[src/rtl/cnn_argmax_tx_if.sv]
// Bus between the dense layer / UART transmitter and the argmax result stage.
// Handshake: strt is a one-cycle start pulse qualified by din in the same cycle; trmt is a
// one-cycle request with dout stable until the next trmt; tx_done is a one-cycle completion
// pulse per byte; rdy pulses once after the last byte and bsy covers strt-accept..rdy.
interface cnn_argmax_tx_if #(
    parameter int DW = 18
);
    logic          strt;
    logic [DW-1:0] din [16];
    logic          tx_done;
    logic          trmt;
    logic [7:0]    dout;
    logic [3:0]    class_idx;
    logic          bsy;
    logic          rdy;

    modport master (
        output strt, din, tx_done,
        input  trmt, dout, class_idx, bsy, rdy
    );

    modport slave (
        input  strt, din, tx_done,
        output trmt, dout, class_idx, bsy, rdy
    );
endinterface

[src/rtl/cnn_argmax_tx.sv]
// Sequential signed argmax over the captured class scores, followed by a 3-byte result
// frame ({4'hC, idx}, score high byte, score next byte) sent over the trmt/tx_done handshake.
module cnn_argmax_tx #(
    parameter int NUM_CLASSES = 10,
    parameter int DW          = 18
) (
    input  logic                  clk,
    input  logic                  rst_n,
    cnn_argmax_tx_if.slave        bus,
    output logic [1:0]            state_dbg
);

    typedef enum logic [1:0] {IDLE, SCAN, SEND, WAIT} state_t;

    localparam logic [3:0] LAST = 4'(NUM_CLASSES - 1);

    state_t        state;
    state_t        state_nxt;
    logic [DW-1:0] score [16];
    logic [DW-1:0] best;
    logic [3:0]    best_idx;
    logic [3:0]    i;
    logic [1:0]    byte_cnt;
    logic          gt;
    logic          done_ok;
    logic          trmt;
    logic [7:0]    dout;
    logic [3:0]    class_idx;
    logic          bsy;
    logic          rdy;

    assign bus.trmt      = trmt;
    assign bus.dout      = dout;
    assign bus.class_idx = class_idx;
    assign bus.bsy       = bsy;
    assign bus.rdy       = rdy;
    assign state_dbg     = state;

    always_comb begin
        gt = $signed(score[i]) > $signed(best);
        // A tx_done arriving while our own trmt is still high belongs to no byte of ours.
        done_ok = bus.tx_done && !trmt;
    end

    always_comb begin
        state_nxt = state;
        case (state)
            IDLE: if (bus.strt) state_nxt = SCAN;
            SCAN: if (i == LAST) state_nxt = SEND;
            SEND: state_nxt = WAIT;
            WAIT: if (done_ok && byte_cnt == 2'd2) state_nxt = IDLE;
            default: state_nxt = IDLE;
        endcase
    end

    always_ff @(posedge clk or negedge rst_n) begin
        if (!rst_n) state <= IDLE;
        else        state <= state_nxt;
    end

    always_ff @(posedge clk or negedge rst_n) begin
        if (!rst_n) begin
            for (int k = 0; k < 16; k++) score[k] <= '0;
            best      <= '0;
            best_idx  <= '0;
            i         <= '0;
            byte_cnt  <= '0;
            trmt      <= 1'b0;
            dout      <= '0;
            class_idx <= '0;
            bsy       <= 1'b0;
            rdy       <= 1'b0;
        end else begin
            trmt <= 1'b0;
            rdy  <= 1'b0;
            case (state)
                IDLE: begin
                    if (bus.strt) begin
                        for (int k = 0; k < NUM_CLASSES; k++) score[k] <= bus.din[k];
                        best     <= bus.din[0];
                        best_idx <= '0;
                        i        <= 4'd1;
                        bsy      <= 1'b1;
                    end
                end
                SCAN: begin
                    // Strict greater-than keeps the lowest index on ties.
                    if (gt) begin
                        best     <= score[i];
                        best_idx <= i;
                    end
                    i <= i + 4'd1;
                    if (i == LAST) class_idx <= gt ? i : best_idx;
                end
                SEND: begin
                    trmt     <= 1'b1;
                    dout     <= {4'hC, class_idx};
                    byte_cnt <= '0;
                end
                WAIT: begin
                    if (done_ok) begin
                        if (byte_cnt != 2'd2) begin
                            byte_cnt <= byte_cnt + 2'd1;
                            trmt     <= 1'b1;
                            dout     <= (byte_cnt == 2'd0) ? best[DW-1 -: 8] : best[DW-9 -: 8];
                        end else begin
                            rdy <= 1'b1;
                            bsy <= 1'b0;
                        end
                    end
                end
                default: ;
            endcase
        end
    end

endmodule

[src/flat_wrapper.sv]
// flat-port wrapper written by rule: the top's interface ports become plain ports
module cnn_argmax_tx_flat 
#(
    parameter int NUM_CLASSES = 10,
    parameter int DW          = 18
)
  (clk, rst_n, state_dbg, bus_strt, bus_din, bus_tx_done, bus_trmt, bus_dout, bus_class_idx, bus_bsy, bus_rdy);
  cnn_argmax_tx_if #(.DW(DW)) bus_i ();
  input  logic clk;
  input  logic rst_n;
  output logic [1:0] state_dbg;
  input wire logic [$bits(bus_i.strt)-1:0] bus_strt;
  input wire logic [$bits(bus_i.din)-1:0] bus_din;
  input wire logic [$bits(bus_i.tx_done)-1:0] bus_tx_done;
  output wire logic [$bits(bus_i.trmt)-1:0] bus_trmt;
  output wire logic [$bits(bus_i.dout)-1:0] bus_dout;
  output wire logic [$bits(bus_i.class_idx)-1:0] bus_class_idx;
  output wire logic [$bits(bus_i.bsy)-1:0] bus_bsy;
  output wire logic [$bits(bus_i.rdy)-1:0] bus_rdy;
  assign bus_i.strt = bus_strt;
  assign bus_i.din = {>>{bus_din}};
  assign bus_i.tx_done = bus_tx_done;
  assign bus_trmt = bus_i.trmt;
  assign bus_dout = bus_i.dout;
  assign bus_class_idx = bus_i.class_idx;
  assign bus_bsy = bus_i.bsy;
  assign bus_rdy = bus_i.rdy;
  cnn_argmax_tx #(.NUM_CLASSES(NUM_CLASSES), .DW(DW)) u_core (.clk(clk), .rst_n(rst_n), .bus(bus_i), .state_dbg(state_dbg));
endmodule
[config.mk]
export PLATFORM = sky130hd
export DESIGN_NAME = cnn_argmax_tx_flat
export DESIGN_NICKNAME = d
export VERILOG_FILES = /design/src/rtl/cnn_argmax_tx_if.sv /design/src/rtl/cnn_argmax_tx.sv /design/src/flat_wrapper.sv
export SDC_FILE = /design/constraint.sdc
export NUM_CORES = 1
export LEC_CHECK = 0
export CAP_MARGIN = 20
export CORE_MARGIN = 5
export CORE_UTILIZATION = 44
export CTS_CLUSTER_SIZE = 16
export DETAILED_ROUTE_END_ITERATION = 7
export GPL_TIMING_DRIVEN = 0
export PLACE_DENSITY = 0.77
export SYNTH_ARGS = -nofsm -noshare
export SYNTH_HDL_FRONTEND = slang
export SYNTH_SLANG_ARGS = --single-unit
export TNS_END_PERCENT = 30
[constraint.sdc]
create_clock -name clk -period 3.71 [get_ports clk]
set_input_delay 0.5565 -clock clk [delete_from_list [all_inputs] [get_ports clk]]
set_output_delay 0.5565 -clock clk [all_outputs]
set_load 0.01 [all_outputs]
# After elaboration in Yosys (flattened, before gate mapping)
# Cells that the tools add are included.
# totals
out_inout_bits	17
in_bits	292
word_cells	85
register_bits	225
# classes
n_mux	32
addsub	2
bitwise	1
eq_ne	13
reduce_logical	15
n_lt_le_gt_ge	2
# op_table
operator	n
$bmux W18 S4	1
$mux W18	4
$pmux W18 S2	1
$mux W8	3
$gt A18 B18 Y1	1
$pmux W4 S2	2
$pmux W8 S2	1
$mux W4	3
$mux W2	5
$ne A2 B1 Y1 const B	5
$reduce_and A3 Y1	3
$mux W1	8
$pmux W2 S4	1
$eq A2 B2 Y1 const B	3
$ne A2 B2 Y1 const B	3
$reduce_and A2 Y1	3
$reduce_bool A2 Y1	3
$ge A5 B5 Y1 const B	1
$not A4 Y5	1
$add A4 B1 Y4 const B	1
$eq A4 B4 Y1 const B	1
$logic_not A2 Y1	2
$pmux W1 S2	2
$pmux W2 S2	1
5 further kinds	6

# Depth between registers and ports, before layout
# logic_depth
ltp_word	7
ltp_mapped	14
ltp_nobuf	10

# Least setup slack after synthesis
# OpenSTA, ideal clock, no wires.
# synth_path
kind	reg2reg
from	reg u_core.i[0]
to	reg u_core.best[7]
setup_slack_ns	0.063
path_buffers	3
required_time_ns	3.584
setup_ns	0.126
t_arrival_ns	3.520
stages_incl_launch_ff	14
period_less_slack_ns	3.647
path_cell_list	dfrtp_1 clkbuf_1 buf_2 mux4_2 mux2i_1 o22ai_1 ha_1 a21oi_1 nand2_1 a221o_2 nor4_4 nor2_4 buf_6 a311o_1
# synth_between
elab_chain_len	7
elab_cells_between_ends	9
classes_between	order compare: 1; eq/ne: 1; mux: 5; bitwise: 1; reduce/logical: 1
# synth_lines
item	line	source
from (decl)	cnn_argmax_tx.sv:22	logic [3:0] i;
from (signal assigned)	cnn_argmax_tx.sv:92	i <= i + 4'd1;
$not A4 Y5 (not written as such) (*)	cnn_argmax_tx.sv:40, cnn_argmax_tx.sv:89	
$bmux W18 S4 (*)	cnn_argmax_tx.sv:40, cnn_argmax_tx.sv:89	
$mux W18 (not written as such) (*) (2 in a row)	cnn_argmax_tx.sv:40, cnn_argmax_tx.sv:89	
$gt A18 B18 Y1	cnn_argmax_tx.sv:40	gt = $signed(score[i]) > $signed(best);
$ne A2 B1 Y1 (no line)	--	
$reduce_and A3 Y1 (no line)	--	
to (signal assigned)	cnn_argmax_tx.sv:80	best <= bus.din[0];
to (signal assigned)	cnn_argmax_tx.sv:89	best <= score[i];
to (decl)	cnn_argmax_tx.sv:20	logic [DW-1:0] best;
# Every way passes the cells marked *; elsewhere a longest branch is shown, timed or not. The select of a mux whose other input is x is not followed.
# A chain may end at the register's enable or synchronous reset.

# Worst setup path in the final report
# layout_path
from	reg u_core.i[0]
to	reg u_core.best[6]
# The elaborated chain is that of the path after synthesis.

==> impl_metrics.json <==
{
  "grt_pass1_wl_um": 50200,
  "post-route-period-util_pct": 104,
  "path_clk_slew_ns": 0.07,
  "yosys_register_bits": 225,
  "insertion_delay_ns": 0.54,
  "globalplace.congestion": 0.904,
  "firstDrtPassIters": 5,
  "syn_area_um2": 10900,
  "cts_hold_buf": 0,
  "ys_warn_count": 108,
  "cts_sinks": 225,
  "cts_tree": "built",
  "relSlewSlack_pct": 42.2,
  "die_area_um2": 28100,
  "drtIter0Drc": 573,
  "dp_hpwl_um": 24300,
  "final_antenna_net_count": 0,
  "synth.most_common_cell": "dfrtp_1",
  "p_total_mw": 16.3,
  "r2r_end": "u_core.best[6]$_DFFE_PN0P_",
  "r2r_start": "u_core.i[0]$_DFFE_PN0P_",
  "area_delta_synth_final_pct": 38.6,
  "synth.distinct_cells": 50,
  "tns_ns": -2.96,
  "fin_crit_ns": 3.86,
  "port_buffers": 200,
  "tightest_slew_ns": 0.866,
  "grt_max_degree": 122,
  "syn_nets": 1140,
  "cts_max_path_buffers": 3,
  "synth_common_cells": "dfrtp_1 (225), mux2_2 (177), mux2i_1 (47), nand2_1 (47), clkbuf_1 (44)",
  "syn_inst": 822,
  "setup_viol": 26,
  "routedWlPerCell_um": 23.8,
  "async_reset_ff_share_pct": 100,
  "arrival_ns": 4.35,
  "antenna_found_initial": 2,
  "coreArea_um2": 24400,
  "synth.top_cells.by_area": "dfrtp_1 (51%), mux2_2 (18%), mux4_2 (7.4%)",
  "fin_nets": 1390,
  "die_y_um": 168,
  "path_max_fanout": 8,
  "hp-class": "primary input to async pin",
  "ir_drop_mv": 0.820,
  "initial_core_util_pct": 44.8,
  "cts_buffers": 24,
  "drt-total-wl_um": 33700,
  "critPathCaptureType": "flop",
  "slew_viol_final": 0,
  "cp.required_ns": 4.19,
  "htreeDepth": 1,
  "first_global_vias": 8459,
  "synth_ff_type": "dfrtp_1",
  "die_x_um": 168,
  "reg2reg_depth": 12,
  "vias_per_cell": 5.64,
  "p_leak_nw": 6.29,
  "outcome": "finished, violations left",
  "avgSynthCellArea_um2": 13.3,
  "row_count": 57,
  "synth_edf_count": 0,
  "grt_setup_unrepaired": "yes",
  "cts_root_buf": "clkbuf_16",
  "grt_use_total_pct": 23.1,
  "pwr_density_cell_nw_per_um2": 1080,
  "setup_ws_ns": -0.154,
  "timing.fmax_mhz": 259,
  "drive_gt1_share_pct": 33.8,
  "synth_area_leader_cell": "dfrtp_1",
  "num_io_pins": 309,
  "start_kind": "flop",
  "seq_area_frac_synth_pct": 51.5,
  "reg2reg_slack_ns": -0.15,
  "synth_top_area_share_pct": 51.5,
  "finClkSkew_ns": 0.0170,
  "hold_violations": 0,
  "crit_type": "flop to flop",
  "violations": "negative setup slack",
  "drc": 0,
  "maxCapViolCount": 0,
  "vias": 7984,
  "gr-total-overflow": 0
}
==> layout make-up <==
cell class	count	area (um^2)
fill	1877	9230
sequential	225	5630
multi-input combinational	507	5430
timing repair buffer	227	2310
clock buffer	27	632
tap	324	405
buffer	52	342
clock inverter	16	267
inverter	35	131
antenna	2	5.00
==> per-stage QoR <==
stage / cell area, um^2 / setup WS, ns / hold WS (ns) / utilization, % / instances
global placement: 13300 / -7.55 / 0.464 / 54.7 / 1346
detailed placement: 13400 / -0.863 / 0.471 / 54.8 / 1347
finish: 15200 / -0.154 / 0.0638 / 62.2 / 1415
CTS: 14800 / -0.139 / 0.0957 / 60.6 / 1402
global route: 15200 / -0.221 / 0.125 / 62.1 / 1414
floorplan: 10900 / 0.0634 / 0.261 / - / 822
==> flip-flops by register name (all words and copies together) (netlist names) <==
name / count
u_core.state_dbg: 2
u_core.i: 4
u_core.score: 180
u_core.byte_cnt: 2
u_core.bus.bsy: 1
u_core.bus.trmt: 1
u_core.best: 18
u_core.bus.rdy: 1
u_core.best_idx: 4
u_core.bus.class_idx: 4
u_core.bus.dout: 8
==> logic make-up after synthesis <==
| logic type | share of synthesized area [%] |
|---|---|
| multiplexers | 29.9 |
| AO/OA/AOI/OAI | 7.97 |
| flip-flops | 51.5 |
| XOR/XNOR | 0.0801 |
| adder cells (fa/ha/maj) | 2.97 |
| buffers and inverters | 3.32 |
| AND/OR/NAND/NOR | 4.24 |
==> placed cells by master, fill, tap and decap left out, types with 6 or more instances in the layout <==
| cell type | instances |
|---|---|
| ha_4 | 7 |
| clkbuf_1 | 35 |
| mux2i_2 | 6 |
| o21ai_0 | 20 |
| a21oi_1 | 12 |
| buf_4 | 20 |
| o22ai_2 | 9 |
| bufinv_16 | 6 |
| mux2_2 | 177 |
| clkbuf_16 | 27 |
| inv_1 | 34 |
| mux2i_4 | 10 |
| a21oi_2 | 13 |
| mux4_2 | 36 |
| buf_8 | 6 |
| nand2_1 | 46 |
| nor2_1 | 15 |
| clkdlybuf4s50_1 | 199 |
| ha_1 | 19 |
| a311o_1 | 17 |
| dfrtp_1 | 224 |
| mux2i_1 | 31 |
| a22o_1 | 14 |
==> critical path, cell delays in order, from the launching register on <==
cell	delay [ns]
dfrtp_4	0.56
clkbuf_16	0.20
mux4_2	0.56
mux2i_4	0.24
o22ai_4	0.14
ha_4	0.33
nand4_1	0.20
or2_1	0.27
a32o_2	0.25
or4_4	0.60
clkbuf_16	0.21
a21oi_4	0.13
a311o_1	0.12
==> power breakdown <==
part	switching, mW	leakage [nW]	internal [mW]	total [mW]
clock	1.05	0.432	1.66	2.71
combinational	4.61	3.15	4.61	9.21
sequential	0.740	2.71	3.67	4.41
total	6.40	6.29	9.93	16.3
==> routing by layer <==
layer / GRT usage [%] / wire length (um)
met2: 37.7 / 16400
met5: 0 / 0
met1: 30.8 / 13900
met4: 7.02 / 1070
met3: 5.52 / 2320
==> how the worst max path moves through the flow <==
stage | from | end | slack (ns)
floorplan | u_core.i[0]$_DFFE_PN0P_ | u_core.best[7]$_DFFE_PN0P_ | 0.06
global placement | rst_n | u_core.score[151]$_DFFE_PN0P_ | -7.55
detailed placement | u_core.i[1]$_DFFE_PN0P_ | u_core.best[7]$_DFFE_PN0P_ | -0.86
CTS | u_core.i[0]$_DFFE_PN0P_ | u_core.best[10]$_DFFE_PN0P_ | -0.14
global route | u_core.i[0]$_DFFE_PN0P_ | u_core.best[1]$_DFFE_PN0P_ | -0.22
finish | u_core.i[0]$_DFFE_PN0P_ | u_core.best[6]$_DFFE_PN0P_ | -0.15
==> repair_timing <==
item / in CTS / in global routing
pin swaps: 19 / 57
gates cloned: 2 / 4
gates resized for setup: 86 / 49
setup buffers: 12 / 9
setup endpoints to repair: 26 / 26
No activity file was read; power rests on OpenSTA's default activity.
